`src/rtl/bg_ram_scheduler.sv`:
```
// rtl/bg_ram_scheduler.sv - background tile RAM read arbiter, write mux and fill engine
// Optional coll starvation guard: define BGSCHED_STARVE_GUARD_EN.
module bg_ram_scheduler #(
  parameter int ADDR_W       = 19,
  parameter int DATA_W       = 5,
  parameter int MEM_DEPTH    = 6145,
  parameter int STARVE_LIMIT = 8
) (
  input  logic              Clk,
  input  logic              Reset_n,
  input  logic              render_req,
  input  logic [ADDR_W-1:0] render_addr,
  output logic              render_valid,
  output logic [DATA_W-1:0] render_data,
  output logic              render_stall,
  input  logic              coll_req,
  input  logic [ADDR_W-1:0] coll_addr,
  output logic              coll_gnt,
  output logic              coll_valid,
  output logic [DATA_W-1:0] coll_data,
  input  logic              wr_req,
  input  logic [ADDR_W-1:0] wr_addr,
  input  logic [DATA_W-1:0] wr_data,
  output logic              wr_ready,
  input  logic              clr_start,
  input  logic [ADDR_W-1:0] clr_base,
  input  logic [ADDR_W-1:0] clr_len,
  input  logic [DATA_W-1:0] clr_value,
  output logic              clr_busy,
  output logic              clr_done,
  output logic              oob_err,
  output logic              ram_we,
  output logic [ADDR_W-1:0] ram_write_address,
  output logic [DATA_W-1:0] ram_data_In,
  output logic [ADDR_W-1:0] ram_read_address,
  input  logic [DATA_W-1:0] ram_data_Out
);
  localparam int XW = ADDR_W + 1;
  localparam logic [XW-1:0] DEPTH_X = XW'(MEM_DEPTH);
  localparam logic [XW-1:0] LAST_X  = XW'(MEM_DEPTH - 1);

  if (STARVE_LIMIT < 1 || MEM_DEPTH > (1 << ADDR_W)) begin : g_param_check
    $error("bg_ram_scheduler: bad parameters");
  end

  typedef enum logic [1:0] {S_IDLE, S_FILL, S_DONE} fill_state_e;

  fill_state_e       state_q;
  logic [XW-1:0]     fill_addr_q, fill_end_q, end_x;
  logic [DATA_W-1:0] fill_val_q;
  logic              clr_busy_q, clr_done_q;

  logic              force_coll, render_gnt, coll_gnt_w, any_gnt;
  logic [ADDR_W-1:0] rd_addr_d, rd_addr_q;
  logic              rd_oob, wr_oob, fill_oob, wr_accept, bypass_d;
  logic              render_valid_q, coll_valid_q, rd_oob_q, byp_q, oob_q;
  logic [DATA_W-1:0] byp_data_q, ret_data;

`ifdef BGSCHED_STARVE_GUARD_EN
  localparam int SW = $clog2(STARVE_LIMIT + 1);
  logic [SW-1:0] starve_d, starve_q;

  assign force_coll   = (starve_q >= SW'(STARVE_LIMIT));
  assign render_stall = force_coll && render_req;

  always_comb begin
    starve_d = starve_q;
    if (coll_gnt_w)
      starve_d = '0;
    else if (coll_req)
      starve_d = starve_q + SW'(1);
  end

  always_ff @(posedge Clk or negedge Reset_n) begin
    if (!Reset_n) starve_q <= '0;
    else          starve_q <= starve_d;
  end
`else
  assign force_coll   = 1'b0;
  assign render_stall = 1'b0;
`endif

  assign render_gnt = render_req && !force_coll;
  assign coll_gnt_w = coll_req && (!render_req || force_coll);
  assign any_gnt    = render_gnt || coll_gnt_w;
  assign coll_gnt   = coll_gnt_w;

  // With no grant the read port keeps its previous address.
  always_comb begin
    rd_addr_d = rd_addr_q;
    if (render_gnt)
      rd_addr_d = render_addr;
    else if (coll_gnt_w)
      rd_addr_d = coll_addr;
  end
  assign ram_read_address = rd_addr_d;
  assign rd_oob = any_gnt && ({1'b0, rd_addr_d} >= DEPTH_X);

  assign wr_ready  = !clr_busy_q && !clr_start;
  assign wr_accept = wr_req && wr_ready;
  assign wr_oob    = wr_accept && ({1'b0, wr_addr} >= DEPTH_X);

  always_comb begin
    ram_we            = 1'b0;
    ram_write_address = wr_addr;
    ram_data_In       = wr_data;
    if (state_q == S_FILL) begin
      ram_we            = 1'b1;
      ram_write_address = fill_addr_q[ADDR_W-1:0];
      ram_data_In       = fill_val_q;
    end else if (wr_accept && !wr_oob) begin
      ram_we = 1'b1;
    end
  end

  // RAM reads return pre-write contents, so a same-cycle write to the read address is forwarded.
  assign bypass_d = any_gnt && ram_we && (ram_write_address == rd_addr_d);
  assign ret_data = rd_oob_q ? '0 : (byp_q ? byp_data_q : ram_data_Out);

  assign render_valid = render_valid_q;
  assign coll_valid   = coll_valid_q;
  assign render_data  = render_valid_q ? ret_data : '0;
  assign coll_data    = coll_valid_q ? ret_data : '0;
  assign oob_err      = oob_q;
  assign clr_busy     = clr_busy_q;
  assign clr_done     = clr_done_q;

  assign end_x    = {1'b0, clr_base} + {1'b0, clr_len} - XW'(1);
  assign fill_oob = (state_q == S_IDLE) && clr_start && (clr_len != '0) && (end_x >= DEPTH_X);

  always_ff @(posedge Clk or negedge Reset_n) begin
    if (!Reset_n) begin
      rd_addr_q      <= '0;
      render_valid_q <= 1'b0;
      coll_valid_q   <= 1'b0;
      rd_oob_q       <= 1'b0;
      byp_q          <= 1'b0;
      byp_data_q     <= '0;
      oob_q          <= 1'b0;
    end else begin
      rd_addr_q      <= rd_addr_d;
      render_valid_q <= render_gnt;
      coll_valid_q   <= coll_gnt_w;
      rd_oob_q       <= rd_oob;
      byp_q          <= bypass_d;
      byp_data_q     <= ram_data_In;
      oob_q          <= oob_q | rd_oob | wr_oob | fill_oob;
    end
  end

  always_ff @(posedge Clk or negedge Reset_n) begin
    if (!Reset_n) begin
      state_q     <= S_IDLE;
      fill_addr_q <= '0;
      fill_end_q  <= '0;
      fill_val_q  <= '0;
      clr_busy_q  <= 1'b0;
      clr_done_q  <= 1'b0;
    end else begin
      clr_done_q <= 1'b0;
      case (state_q)
        S_IDLE: begin
          if (clr_start) begin
            if (clr_len == '0) begin
              clr_done_q <= 1'b1;
            end else if ({1'b0, clr_base} >= DEPTH_X) begin
              state_q    <= S_DONE;
              clr_done_q <= 1'b1;
            end else begin
              state_q     <= S_FILL;
              clr_busy_q  <= 1'b1;
              fill_addr_q <= {1'b0, clr_base};
              fill_val_q  <= clr_value;
              fill_end_q  <= (end_x >= DEPTH_X) ? LAST_X : end_x;
            end
          end
        end
        S_FILL: begin
          if (fill_addr_q == fill_end_q) begin
            state_q    <= S_DONE;
            clr_busy_q <= 1'b0;
            clr_done_q <= 1'b1;
          end else begin
            fill_addr_q <= fill_addr_q + XW'(1);
          end
        end
        S_DONE:  state_q <= S_IDLE;
        default: state_q <= S_IDLE;
      endcase
    end
  end
endmodule

```
`config.mk`:
```
export PLATFORM = sky130hd
export DESIGN_NAME = bg_ram_scheduler
export DESIGN_NICKNAME = d
export VERILOG_FILES = /design/src/rtl/bg_ram_scheduler.sv
export SDC_FILE = /design/constraint.sdc
export NUM_CORES = 1
export LEC_CHECK = 0
export CORE_AREA = 4 4 161 163
export DETAILED_ROUTE_END_ITERATION = 8
export DIE_AREA = 0 0 165 167
export HOLD_SLACK_MARGIN = 0.02
export PLACE_DENSITY = 0.57
export SYNTH_ARGS = -nofsm -noshare
export SYNTH_HDL_FRONTEND = slang
export SYNTH_SLANG_ARGS = --single-unit
```
`constraint.sdc`:
```
create_clock -name Clk -period 2.3 [get_ports Clk]
set_clock_uncertainty 0.15 [all_clocks]
set_input_delay 0.46 -clock Clk [delete_from_list [all_inputs] [get_ports Clk]]
set_output_delay 0.46 -clock Clk [all_outputs]
set_load 0.02 [all_outputs]
```
==> run metrics <==
sequential fraction of the synthesis area 32.2%; die area 27600 um^2; placed insts 1420; CP peak stage delay 0.42 ns; drt first-iter violations 397; VDD IR-drop max 267 uV; RSZ-0062 raised after global routing yes; worst relative slew slack 58.6%; post-synthesis compound-gate area fraction 14.5%; Worst EP required 2.38 ns; routed vias/inst 4.56; CTS tree built; GRT Util Overall 17.2%; Final ANT Viol Nets 0; first-pass GRT wire length 37.5 mm; htree depth 3; Reg power frac 30.9%; Final Wtd Congestion 0.854; Final Core Density 47.1%; DRT Pass-1 Iters 5; clk buf depth 2; Worst Path Buf+Inv 6; Post-Syn Nets 933; CP endpoint kind register; IO Port Bufs 176; number of flops mapped to enable cells by yosys 0; Critical Path Source Type input port; clock share of power 23.4%; CP delay by family, top adder cells; Gate power share 45.8%; nets 1331; drt wl/cell 16.7 um; P_leak 5.37 nW; Die X 165 um; Layout Area Growth over Synthesis 89.2%; ys flop type dfrtp_1; Simple-Gate Fraction of Synth Area 22.2%; # IOs 178; critical setup path kind in -> reg; Max Clk Rate 332 MHz; core region area 24300 um^2; grt ovf 0; Final Hold Viols 0; Slowest-stage cell, CP fa_2; Synth Area in Adders 8.18%; Routed WL 25.1 mm; worst hold slack 0.326 ns; hold crit path type reg -> reg; Cell Area, Synth 6060 um^2; Worst Path Arrival 3.10 ns; multiplexer share of the synthesized area 6.53%; Yosys cell types 63; PwrDens 491 nW/um^2; CTS Buf Count 9; Root Driver clkbuf_16; vias in the first global route 7007; synth warn 0; Synth Area per Inst 7.79 um^2; via count 6861; number of synthesized register bits 78; cells after synthesis 778; Final Cycle Share 131%; Power, Total 5.63 mW; largest net degree at the start of global routing 44; Initial Utilization 24.9%; fraction of layout cells with a size suffix above 1 44.6%; DRC 0; Clock Latency Late Sink 0.34 ns; non-filler cells, final 1505; largest family of logic cells by synthesized area simple AND/OR/NAND/NOR gates; initial antenna violation count 1; Psw 2.02 mW; Slew Viols, Final 0; Net Sw Frac 35.8%; crit-path cells buf_8 -> inv_6 -> ha_4 -> inv_4 -> ha_4 -> fa_2 -> nand3_2 -> buf_4 -> a21oi_2 -> o21ai_1 -> buf_4 -> a31oi_4 -> xor2_1 -> nor2_1 -> nand4_4 -> buf_6 -> a211o_1; DIE HEIGHT 167 um; xor/xnor share of the synthesized area 7.52%; Synth async-reset ratio 100%; Final HPWL DP 18.4 mm; slew at the pin with the worst max-slew slack 0.621 ns; Worst-path clk slew 0.06 ns; FP Rows 57; status finished, violations left; crit path max fanout 3; Power Internal 3.62 mW; MaxCap Viol Count 0; clk sink count 78; final setup fails 40; worst setup margin -0.715 ns; fin crit period 3.02 ns; failing checks setup timing
## layer usage
metal  share of wire, %  track usage (%)  vias to the layer above
met5                  0                0                        -
met4                1.7             4.16                        0
met3                7.2             3.09                       24
met2                 49             30.1                      213
met1                 43             21.7                     3217
li1                   -                -                     3407
## cell families after synthesis
family | Yosys count
and+or+nand+nor | 295
AOI/OAI and AO/OA | 140
buffers and inverters | 135
DFF | 78
xor gates and xnor gates | 52
adders and majority gates | 39
muxes | 38
other | 1
## timing repair
action                                  4_1_cts  5_1_grt
cloned                                        6        3
pin swaps                                    64       32
hold buffers                                  1        0
setup buffers                                72       13
hold endpoints to repair                     41        0
resized for setup                           442      147
endpoints found under the setup margin      108       70
## state kept, by name, indices dropped and copies added (netlist names), 2 cells and up
signal and count:
rd_addr_q 19, byp_data_q 5, state_q 2, fill_val_q 5, fill_end_q 20, fill_addr_q 20
## cells in the final DEF (no fill, tap or decap), types with 15 or more instances in the layout
cell type and count:
dlygate4sd2_1 35, nor2_1 48, buf_2 21, a21oi_1 29
inv_1 60, mux2i_1 22, dfrtp_1 76, buf_6 54
nand3_1 16, nand2_2 15, xnor2_1 27, nand2_1 125
a21oi_2 24, buf_4 198, inv_2 32, xor2_1 20
ha_4 24, clkdlybuf4s50_1 64
## per-stage QoR
step	TNS [ns]	setup WS [ns]	cell area [um^2]
detailed placement	-63.77	-1.47	9600
CTS	-11.93	-0.692	11100
global placement	-62.85	-1.41	9600
floorplan	-7.67	-0.638	6170
global route	-15.70	-0.828	11500
finish	-11.23	-0.715	11500
## path summary, 6_finish.rpt
kind | start | depth (start not counted) | endpoint | slack (ns)
min in group asynchronous | Reset_n | 2 | rd_addr_q[9] | 0.56
worst min register to register | fill_val_q[3] | 2 | fill_val_q[3] | 0.33
max in group asynchronous | Reset_n | 3 | fill_addr_q[0] | 0.85
worst max register to register | fill_addr_q[8] | 9 | fill_addr_q[15] | -0.04
worst max-delay path | clr_len[1] | 17 | oob_err | -0.72
worst min-delay path | fill_val_q[3] | 2 | fill_val_q[3] | 0.33
## power by group through the flow
stage	Combinational (mW)	Clock, mW	Sequential, mW
global route	2.79	1.40	1.76
detailed placement	2.13	0	1.73
CTS	2.45	1.34	1.72
finish	2.58	1.32	1.74
floorplan	1.09	0	1.68
global placement	2.10	0	1.73
## Yosys cell counts, types with 20 or more instances
cell / number / area share (%)
inv_1: 98 / 6.1
nand2_1: 148 / 9.2
xnor2_1: 31 / 4.5
nor2_1: 50 / 3.1
ha_1: 38 / 7.8
dfrtp_1: 78 / 32
xor2_1: 21 / 3.0
nor4_1: 20 / 2.1
a21oi_1: 51 / 4.2
mux2i_1: 29 / 4.8
nand3_1: 21 / 1.7
## worst min-delay path: cells and delay by family (launching register included)
kind / cells / cell delay, ns
flops: 1 / 0.34
simple gates: 2 / 0.10
## area by class of cell
cell class	instances	area, um^2
inverter	98	390
clock inverter	6	38.8
antenna	1	2.50
fill	2335	12900
clock buffer	9	225
multi-input combinational	565	4610
timing repair buffer	424	3830
sequential	78	1950
tap	324	405
Power figures use the tool's default switching activity.
